$ cat src/rtl/lathe_ctrl_pkg.sv
// lathe_ctrl_pkg: mode encodings, channel state type and default widths shared by the lathe timer controller
package lathe_ctrl_pkg;
  localparam logic [1:0] MODE_OFF = 2'b00;
  localparam logic [1:0] MODE_MAN = 2'b01;
  localparam logic [1:0] MODE_TON = 2'b10;
  localparam logic [1:0] MODE_TOF = 2'b11;
  localparam int DEF_CNT_W = 16;
  typedef enum logic [2:0] {ST_IDLE, ST_DON, ST_ACT, ST_DOFF, ST_LOCK} ch_state_t;
endpackage

$ cat src/rtl/lathe_ch_timer.sv
// lathe_ch_timer: one channel mode FSM with delay counter and preset compare
module lathe_ch_timer
  import lathe_ctrl_pkg::*;
#(
  parameter int CNT_W = DEF_CNT_W
) (
  input  logic             clk,
  input  logic             reset,
  input  logic             i_ena,
  input  logic             i_tick,
  input  logic             i_estop,
  input  logic             i_start,
  input  logic [1:0]       i_mode,
  input  logic [CNT_W-1:0] i_on_pre,
  input  logic [CNT_W-1:0] i_off_pre,
  output logic             o_ctrl,
  output logic             o_busy,
  output logic             o_lockout
);
  ch_state_t r_st, w_st;
  logic [CNT_W-1:0] r_cnt, w_cnt, w_inc;
  logic [1:0] r_mode;
  logic r_ctrl, w_on_hit, w_off_hit, w_mchg;
  assign w_inc = &r_cnt ? r_cnt : r_cnt + CNT_W'(1);
  // widened compare so cnt+1 cannot wrap at the saturation value
  assign w_on_hit = ({1'b0, r_cnt} + (CNT_W+1)'(1)) >= {1'b0, i_on_pre};
  assign w_off_hit = ({1'b0, r_cnt} + (CNT_W+1)'(1)) >= {1'b0, i_off_pre};
  assign w_mchg = i_mode != r_mode;
  always_comb begin
    w_st = r_st;
    w_cnt = r_cnt;
    case (r_st)
      ST_IDLE: if (i_start && i_mode != MODE_OFF) begin
        w_st = (i_mode == MODE_TON && i_on_pre != '0) ? ST_DON : ST_ACT;
        w_cnt = '0;
      end
      ST_DON: if (!i_start) begin
        w_st = ST_IDLE;
        w_cnt = '0;
      end else if (i_tick) begin
        w_st = w_on_hit ? ST_ACT : ST_DON;
        w_cnt = w_on_hit ? '0 : w_inc;
      end
      ST_ACT: if (!i_start) begin
        w_st = (i_mode == MODE_TOF && i_off_pre != '0) ? ST_DOFF : ST_IDLE;
        w_cnt = '0;
      end
      ST_DOFF: if (i_start) begin
        w_st = ST_ACT;
        w_cnt = '0;
      end else if (i_tick) begin
        w_st = w_off_hit ? ST_IDLE : ST_DOFF;
        w_cnt = w_off_hit ? '0 : w_inc;
      end
      ST_LOCK: if (!i_estop && !i_start) w_st = ST_IDLE;
      default: w_st = ST_IDLE;
    endcase
    if (w_mchg && r_st != ST_IDLE && r_st != ST_LOCK) begin
      w_st = ST_IDLE;
      w_cnt = '0;
    end
    if (i_estop) begin
      w_st = ST_LOCK;
      w_cnt = '0;
    end
  end
  always_ff @(posedge clk or posedge reset) begin
    if (reset) begin
      r_st <= ST_IDLE;
      r_cnt <= '0;
      r_mode <= MODE_OFF;
      r_ctrl <= 1'b0;
    end else if (i_ena) begin
      r_st <= w_st;
      r_cnt <= w_cnt;
      r_mode <= i_mode;
      r_ctrl <= (w_st == ST_ACT) || (w_st == ST_DOFF);
    end
  end
  assign o_ctrl = r_ctrl;
  assign o_busy = (r_st == ST_DON) || (r_st == ST_DOFF);
  assign o_lockout = r_st == ST_LOCK;
endmodule

$ cat src/rtl/lathe_multi_timer_ctrl.sv
// lathe_multi_timer_ctrl: N-channel mode-selectable contactor timer with tick prescaler,
// programmable presets and global e-stop lockout
module lathe_multi_timer_ctrl
  import lathe_ctrl_pkg::*;
#(
  parameter int N_CH = 4,
  parameter int CNT_W = DEF_CNT_W,
  parameter int TICK_DIV = 50000,
  parameter int DEF_ON = 3000,
  parameter int DEF_OFF = 2000,
  localparam int CW = (N_CH > 1) ? $clog2(N_CH) : 1,
  localparam int PW = (TICK_DIV > 1) ? $clog2(TICK_DIV) : 1
) (
  input  logic              clk,
  input  logic              reset,
  input  logic              i_ena,
  input  logic [N_CH-1:0]   i_start,
  input  logic [2*N_CH-1:0] i_mode,
  input  logic              i_estop,
  input  logic              i_cfg_we,
  input  logic [CW-1:0]     i_cfg_ch,
  input  logic              i_cfg_sel,
  input  logic [CNT_W-1:0]  i_cfg_data,
  input  logic              i_fault_clr,
  output logic [N_CH-1:0]   o_ctrl,
  output logic [N_CH-1:0]   o_busy,
  output logic [N_CH-1:0]   o_lockout,
  output logic              o_fault
);
  logic [PW-1:0] r_pre;
  logic r_fault, w_tick;
  assign w_tick = r_pre == PW'(TICK_DIV - 1);
  always_ff @(posedge clk or posedge reset) begin
    if (reset) begin
      r_pre <= '0;
      r_fault <= 1'b0;
    end else if (i_ena) begin
      r_pre <= w_tick ? '0 : r_pre + PW'(1);
      r_fault <= i_estop || (r_fault && !i_fault_clr);
    end
  end
  assign o_fault = r_fault;
  // out-of-range cfg_ch values match no channel, so such writes fall away
  for (genvar g = 0; g < N_CH; g++) begin : g_ch
    logic [CNT_W-1:0] r_on, r_off;
    always_ff @(posedge clk or posedge reset) begin
      if (reset) begin
        r_on <= CNT_W'(DEF_ON);
        r_off <= CNT_W'(DEF_OFF);
      end else if (i_ena && i_cfg_we && i_cfg_ch == CW'(g)) begin
        if (i_cfg_sel) r_off <= i_cfg_data;
        else r_on <= i_cfg_data;
      end
    end
    lathe_ch_timer #(.CNT_W(CNT_W)) u_ch (
      .clk(clk),
      .reset(reset),
      .i_ena(i_ena),
      .i_tick(w_tick),
      .i_estop(i_estop),
      .i_start(i_start[g]),
      .i_mode(i_mode[2*g +: 2]),
      .i_on_pre(r_on),
      .i_off_pre(r_off),
      .o_ctrl(o_ctrl[g]),
      .o_busy(o_busy[g]),
      .o_lockout(o_lockout[g])
    );
  end
endmodule

$ cat config.mk
export PLATFORM = sky130hd
export DESIGN_NAME = lathe_multi_timer_ctrl
export DESIGN_NICKNAME = d
export VERILOG_FILES = /design/src/rtl/lathe_ctrl_pkg.sv /design/src/rtl/lathe_ch_timer.sv /design/src/rtl/lathe_multi_timer_ctrl.sv
export SDC_FILE = /design/constraint.sdc
export NUM_CORES = 1
export LEC_CHECK = 0
export BUFFER_PORTS_ARGS = -buffer_cell sky130_fd_sc_hd__clkbuf_2
export CAP_MARGIN = 5
export CORE_ASPECT_RATIO = 0.8
export CORE_UTILIZATION = 50
export DETAILED_ROUTE_END_ITERATION = 10
export PLACE_DENSITY = 0.73
export SLEW_MARGIN = 0
export SYNTH_ARGS = -nofsm -noshare
export SYNTH_HDL_FRONTEND = slang
export SYNTH_SLANG_ARGS = --single-unit
$ cat constraint.sdc
create_clock -name clk -period 5.8 [get_ports clk]
set_input_delay 0 -clock clk [delete_from_list [all_inputs] [get_ports clk]]
set_output_delay 0 -clock clk [all_outputs]
set_load 0.03 [all_outputs]
### Word-level counts from Yosys, hierarchy flattened

Index checks and enable logic that the tools add are counted.

* add/subtract/negate cells: 9
* order comparisons: 8
* equality and inequality tests: 60
* muxes and demuxes: 105
* bitwise gates (word level): 1
* reductions and logical operators: 86

Operators by type and width (number)
* 16-bit 2-to-1 mux: 45
* 16-bit case mux with 4 select lines: 4
* 17-bit by 16-bit greater-or-equal comparator with 1-bit output: 8
* 16-bit nonzero test: 8
* 3-bit 2-to-1 mux: 36
* 16-bit by 1-bit adder with 16-bit output (second input constant): 5
* 16-bit by 1-bit adder with 17-bit output (second input constant): 4
* 16-bit AND reduction: 4
* 3-bit case mux with 5 select lines: 4
* 3-bit by 2-bit == test with 1-bit output (second input constant): 16
* 5-bit by 4-bit inequality test with 1-bit output (second input constant): 8
* 2-bit 2-to-1 mux: 16
* 1-bit logical AND: 30
* 6-bit AND reduction: 4
* 6-bit nonzero test: 4
* 2-bit == test (second input constant): 10
* 16-bit == test (second input constant): 1
* 4-bit by 2-bit inequality test with 1-bit output (second input constant): 4
* 4-bit by 3-bit inequality test with 1-bit output (second input constant): 4
* 2-bit AND reduction: 8
* 3-bit by 1-bit == test with 1-bit output (second input constant): 4
* 3-bit == test (second input constant): 4
* 3-bit zero test: 4
* 3-bit inequality test (second input constant): 4
* 8 further kinds: 30

* bits in registers: 233
* input bits: 37
* output and inout port bits: 13
* word-level logic and storage cells: 295

### Longest topological paths before layout

* depth after elaboration: 10
* mapped depth: 16
* depth with buffers taken out: 14

### By module

Synthesis repeated with hierarchy kept, for this count alone.

* cell total of the unflattened synthesis: 1598
* area total of the unflattened synthesis: 15793.9 µm²

By module, submodules not included
* lathe_multi_timer_ctrl: instances 1, cells an instance 362, area an instance 5885.6 µm², seq. area each 3693.5 µm²
* lathe_ch_timer (g_ch[0].u_ch): instances 1, cells an instance 322, area an instance 2606.2 µm², seq. area each 550.5 µm²
* lathe_ch_timer (g_ch[3].u_ch): instances 1, cells an instance 305, area an instance 2504.9 µm², seq. area each 550.5 µm²
* lathe_ch_timer (g_ch[2].u_ch): instances 1, cells an instance 307, area an instance 2401.1 µm², seq. area each 550.5 µm²
* lathe_ch_timer (g_ch[1].u_ch): instances 1, cells an instance 302, area an instance 2396.0 µm², seq. area each 550.5 µm²

### Least setup slack after synthesis

OpenSTA, ideal clock, no wires.

* kind: register -> register
* start: register g_ch[2].u_ch.r_cnt[0]
* end: register g_ch[2].u_ch.r_cnt[9]
* setup time: 0.083 ns
* data arrival time: 3.744 ns
* required time: 5.717 ns
* slack: 1.973 ns
* cell stages (with the launch flop): 17
* buffers on the path: 2
* clock period less this slack: 3.827 ns
* path through: dfrtp_1 -> ha_1 -> nand4_1 -> or2_2 -> clkbuf_1 -> nor3_1 -> and3_1 -> xor2_1 -> ha_1 -> and4_1 -> nand2_1 -> a311oi_1 -> or4_1 -> a31oi_4 -> buf_6 -> a21oi_1 -> o22ai_1

* longest elaborated chain between the ends: 8
* elaborated cells between the ends (all ways): 15
* those cells by class: add/sub: 2; order compare: 2; mux: 10; reduce/logical: 1

RTL lines
* start: declaration: line lathe_ch_timer.sv:21 `logic [CNT_W-1:0] r_cnt, w_cnt, w_inc;`
* start signal: assignment: line lathe_ch_timer.sv:75 `r_cnt <= w_cnt;`
* 16-bit by 1-bit adder with 17-bit output, or another cell as far along: line lathe_ch_timer.sv:26, lathe_ch_timer.sv:27
* 17-bit by 16-bit greater-or-equal comparator with 1-bit output, or another cell as far along: line lathe_ch_timer.sv:27 `assign w_off_hit = ({1'b0, r_cnt} + (CNT_W+1)'(1)) >= {1'b0, i_off_pre};`
* 16-bit 2-to-1 mux (on tied branches): line lathe_ch_timer.sv:53, lathe_ch_timer.sv:42
* 16-bit 2-to-1 mux (on tied branches): line lathe_ch_timer.sv:51, lathe_ch_timer.sv:40
* 16-bit 2-to-1 mux (on tied branches): line lathe_ch_timer.sv:48, lathe_ch_timer.sv:37
* 16-bit case mux with 4 select lines (*): line lathe_ch_timer.sv:32 `case (r_st)`
* 16-bit 2-to-1 mux (*): line lathe_ch_timer.sv:58 `if (w_mchg && r_st != ST_IDLE && r_st != ST_LOCK) begin`
* 16-bit 2-to-1 mux (*): line lathe_ch_timer.sv:62 `if (i_estop) begin`

Mark *: on every way between the ends. The rest lies on a longest branch, timed or not. The select of a mux whose other input is x is not followed.
A chain may end at the register's enable or synchronous reset.

### Worst setup path in the final report

* start: register g_ch[2].u_ch.r_cnt[0]
* end: register g_ch[2].u_ch.r_cnt[7]

The elaborated chain is that of the path after synthesis.

==> results.md <==
Logic synthesis:
- Sorting the synthesized cells by area gives the leading types as sky130_fd_sc_hd__dfrtp_1, sky130_fd_sc_hd__ha_1, sky130_fd_sc_hd__dfstp_2.
- Counting flops with a built-in enable in the synthesized netlist gives 0.
- The top-area cell type share of the netlist area is 0.301.
- The cell area after synthesis is 15000 sq um.
- The count of synthesis-stage warnings from yosys is 0.
- Summed over all instances, the cell type with the most area after synthesis is sky130_fd_sc_hd__dfrtp_1.
- The leading register cell type out of synthesis is sky130_fd_sc_hd__dfrtp_1.
- Synthesis produced a netlist with a net count of 1860.
- The synthesized design contains 233 register bits.
- The number of unique standard cell types used by synthesis is 80.
- Counting every instance in the synthesized netlist gives 1690.
- The share of the Yosys chip area taken by registers is 0.392.
- The average cell area after synthesis is 8.90 sq um.
- The share of async-settable or async-resettable flops after synthesis is 1.00.

Setup path:
- The startpoint type of the worst setup path is a flip-flop.
- The type of element capturing the critical path is a flip-flop.
- At the worst endpoint, the arrival time is 4.90 ns.
- Along the worst path, the maximum fanout reaches 18.
- The endpoint required time on the critical path is 6.26 ns.
- The setup path with the least slack is of type flip-flop to flip-flop.

Floorplan:
- For this configuration, the core starts out at a cell density of 0.511.
- The horizontal die dimension is 196 microns.
- Row generation in the floorplan step produced 56 rows.
- The y dimension of the die is 157 microns.
- The overall die area is 30800 sq um.
- The placeable core area is 29400 sq um.
- Pin placement for this block handled 50 I/O pins.

Cells and area:
- From synthesis to final layout, the design area changed by 11.2%.
- Of the cells placed in the final design, the portion with a size suffix greater than 1 is 0.139.
- The final cell count without fillers is 2123.
- The final layout contains 1894 nets.

Power and ir drop:
- The completed layout was analyzed and its total power is 4.93 mW.
- In this run the power spent charging and discharging nets is 1.49 mW.
- The highest ir drop seen on vdd is 189 uV.
- The power share of the clock group is 0.369.
- The power share of the sequential group is 0.434.
- Of the total power, combinational logic draws 0.197.
- Of the total power, the share spent switching nets is 0.303.
- In this run the static leakage power is 7.60 nW.
- In this run the power density over the cells is 294 nW/um^2.
- The internal portion of total power is 3.43 mW.

Place:
- During placement, the flow inserted port buffers numbering 49.
- The global placement routability congestion is 0.902.
- The pre-CTS worst setup slack is 1.46 ns.
- Once detailed placement completed, the half-perimeter wirelength came to 28000 microns.
- Counting tap cells, the placed design contains a total of 2043 instances.

Clock network:
- The clock tree root driver cell is sky130_fd_sc_hd__clkbuf_16.
- The tree built by TritonCTS fans out to 233 sinks.
- The later pin in the worst-skew pair is clocked with a latency of 0.56 ns.
- After clock tree synthesis, the clock-pin slew on the worst setup and hold paths is 0.06 ns.
- The total of cells resized after clock tree synthesis is 0.
- The number of buffers inserted by hold repair at cts is 29.
- The maximum clock path buffer count is 3.
- CTS built an H-tree with a depth of 1.
- The total clock buffers created by CTS is 26.
- The TritonCTS clock tree is yes.
- The number of buffers inserted to repair setup after CTS is 0.

Route:
- Using the TritonRoute via totals, the vias-per-cell ratio works out to 5.90.
- The number of DRC violations after detailed routing is 0.
- The sum of routed wire length over all layers is 39100 microns.
- Across all layers, the routed design uses 12500 vias.
- Before antenna repair, the detailed router went through 5 iterations.
- The count of nets left with antenna violations once routing finished came out at 0.
- For this block, the initial DRC count from the detailed router was 951.
- In the final routed layout, each cell accounts on average for 18.4 microns.

Global routing:
- For this run the aggregate overflow at the end of global routing stands at 0.
- The initial antenna violation count is 2.
- The overall routing resource usage is 0.257.
- The number of global-route vias before repair came to 11800.
- Entering global routing, the biggest net connects 135 pins.
- The first global-routing pass estimated 62900 microns of wire.

STA:
- For the pin with the worst max-slew slack, the measured transition is 1.17 ns.
- In the final timing run, aggregate negative setup slack is 0 ns.
- The final setup skew is 0.0207 ns.
- Setup repair after global routing left no endpoint under its margin.
- The final worst-path setup slack is 1.36 ns.
- The worst hold margin is 0.0341 ns.
- The count of final hold-check violations was 0.
- The final number of max-transition violations is 0.
- The final cycle utilization of the critical path is 0.766.
- The minimum period implied by the final worst setup slack is 4.44 ns.
- The worst slew margin relative to its limit is 0.221.
- For this run, the top clock speed supported by timing is 225 MHz.
- Setup violations remaining at the end of the flow were counted as 0.

Hold path:
- The type of the worst min-delay path is input port to flip-flop.

Status:
- The run finished with clean final reports.

Flow run:
- The tool flagged a number of max-cap violations equal to 0.
state kept, by name, summed over array words and instances (netlist names):
signal,cells
o_fault,1
g_ch.u_ch.o_ctrl,4
r_pre,16
g_ch.r_off,64
g_ch.r_on,64
g_ch.u_ch.r_mode,8
g_ch.u_ch.r_st,12
g_ch.u_ch.r_cnt,64
cell type report:
class	instances	area [sq um]
Tap cell	377	472
Inverter	156	589
Multi-Input combinational cell	1218	8200
Timing Repair Buffer	89	631
Clock inverter	15	220
Fill cell	2547	12700
Antenna cell	2	5.00
Clock buffer	33	727
Sequential cell	233	5900
path summary, 6_finish.rpt:
check | start | to | slack [ns] | depth (start not counted)
max | g_ch[2].u_ch.r_cnt[0]$_DFFE_PP0P_ | g_ch[2].u_ch.r_cnt[7]$_DFFE_PP0P_ | 1.36 | 13
min | i_ena | r_pre[1]$_DFFE_PP0P_ | 0.03 | 4
max reg2reg | g_ch[2].u_ch.r_cnt[0]$_DFFE_PP0P_ | g_ch[2].u_ch.r_cnt[7]$_DFFE_PP0P_ | 1.36 | 13
min reg2reg | r_pre[12]$_DFFE_PP0P_ | r_pre[12]$_DFFE_PP0P_ | 0.50 | 1
max in group asynchronous | reset | g_ch[3].r_on[6]$_DFFE_PP0P_ | 4.39 | 4
min in group asynchronous | reset | g_ch[0].r_on[1]$_DFFE_PP0P_ | 0.10 | 3
kinds of logic (layout without fill, tap and decap cells):
kind of cell             Yosys count  count (layout)  synth area share
AND/OR/NAND/NOR                  599             599             0.202
AO/OA/AOI/OAI                    361             361             0.151
buffers and inverters            239             293            0.0647
flip-flops                       233             233             0.392
adder cells (fa/ha/maj)          133             133             0.111
XOR/XNOR                          78              78            0.0454
multiplexers                      47              47            0.0351
other                              0               2                 0
layout by cell type, fill, tap and decap left out, drive strengths merged, types with 5 or more instances in the layout:
cell	Yosys	final
mux2	46	46
ha	133	133
and4	14	14
bufinv	0	5
inv	156	155
clkbuf	60	82
buf	23	11
or3	10	10
a21boi	6	6
a31oi	9	9
nor2	93	93
xor2	20	20
or4	7	7
o311ai	5	5
dlygate4sd3	0	29
nand4	49	49
nor2b	15	15
nand2b	16	16
nand2	194	194
o211ai	14	14
o21a	7	7
and2	13	13
a21oi	57	57
or2	17	17
dfstp	52	52
clkinv	0	8
o31ai	9	9
nor4	44	44
o21ai	162	162
a21o	15	15
nor3	39	39
xnor2	58	58
a311oi	6	6
dfrtp	181	181
a32o	7	7
and3	17	17
a211oi	16	16
nand3	56	56
routing by layer:
metal / routed length, microns / GRT usage / vias up
li1: - / - / 6067
met1: 18800 / 0.373 / 6078
met2: 17100 / 0.390 / 321
met3: 2110 / 0.0429 / 63
met4: 1080 / 0.0830 / 0
met5: 0 / 0 / -
worst max-delay path: stages, from the launching register on:
cell and delay, ns:
sky130_fd_sc_hd__dfrtp_1 0.44, sky130_fd_sc_hd__nand3_1 0.20, sky130_fd_sc_hd__or4b_2 0.73, sky130_fd_sc_hd__nor3_2 0.36
sky130_fd_sc_hd__nand4_1 0.17, sky130_fd_sc_hd__xnor2_1 0.33, sky130_fd_sc_hd__ha_1 0.32, sky130_fd_sc_hd__and3_1 0.21
sky130_fd_sc_hd__nand2_1 0.08, sky130_fd_sc_hd__a311oi_1 0.06, sky130_fd_sc_hd__or4_1 0.65, sky130_fd_sc_hd__a31oi_4 0.48
sky130_fd_sc_hd__a21oi_1 0.15, sky130_fd_sc_hd__o21ai_0 0.19
synth_stat cells, types with 7 or more instances:
cell	instances
sky130_fd_sc_hd__clkbuf_1	60
sky130_fd_sc_hd__a21oi_1	56
sky130_fd_sc_hd__dfrtp_1	181
sky130_fd_sc_hd__a211oi_1	16
sky130_fd_sc_hd__or3_1	9
sky130_fd_sc_hd__mux2_2	46
sky130_fd_sc_hd__a21o_1	15
sky130_fd_sc_hd__nand2_1	194
sky130_fd_sc_hd__inv_1	156
sky130_fd_sc_hd__o21a_1	7
sky130_fd_sc_hd__or2_2	17
sky130_fd_sc_hd__o211ai_1	14
sky130_fd_sc_hd__nor2b_1	15
sky130_fd_sc_hd__a31oi_1	8
sky130_fd_sc_hd__nand3_1	56
sky130_fd_sc_hd__xor2_1	20
sky130_fd_sc_hd__and3_1	17
sky130_fd_sc_hd__a32o_1	7
sky130_fd_sc_hd__and4_1	14
sky130_fd_sc_hd__buf_4	12
sky130_fd_sc_hd__ha_1	133
sky130_fd_sc_hd__o31ai_1	9
sky130_fd_sc_hd__nor2_1	92
sky130_fd_sc_hd__xnor2_1	58
sky130_fd_sc_hd__dfstp_2	52
sky130_fd_sc_hd__nor4_1	43
sky130_fd_sc_hd__nor3_1	38
sky130_fd_sc_hd__and2_1	13
sky130_fd_sc_hd__nand4_1	49
sky130_fd_sc_hd__nand2b_1	16
sky130_fd_sc_hd__o21ai_0	159
sky130_fd_sc_hd__buf_2	7
power by group through the flow:
stage | Clock (mW) | Sequential [mW] | Combinational [mW]
after floorplan | 0 | 2.10 | 0.704
after global placement | 0 | 2.15 | 0.901
after detailed placement | 0 | 2.16 | 0.937
after CTS | 1.84 | 2.14 | 0.962
after global routing | 1.91 | 2.17 | 1.10
final | 1.82 | 2.14 | 0.969
through the flow:
step	area (sq um)	utilization
floorplan	15000	-
finish	16700	0.569
detailed placement	15500	0.526
global route	16700	0.569
CTS	16700	0.568
global placement	15500	0.526
No activity file was read; power rests on OpenSTA's default activity.
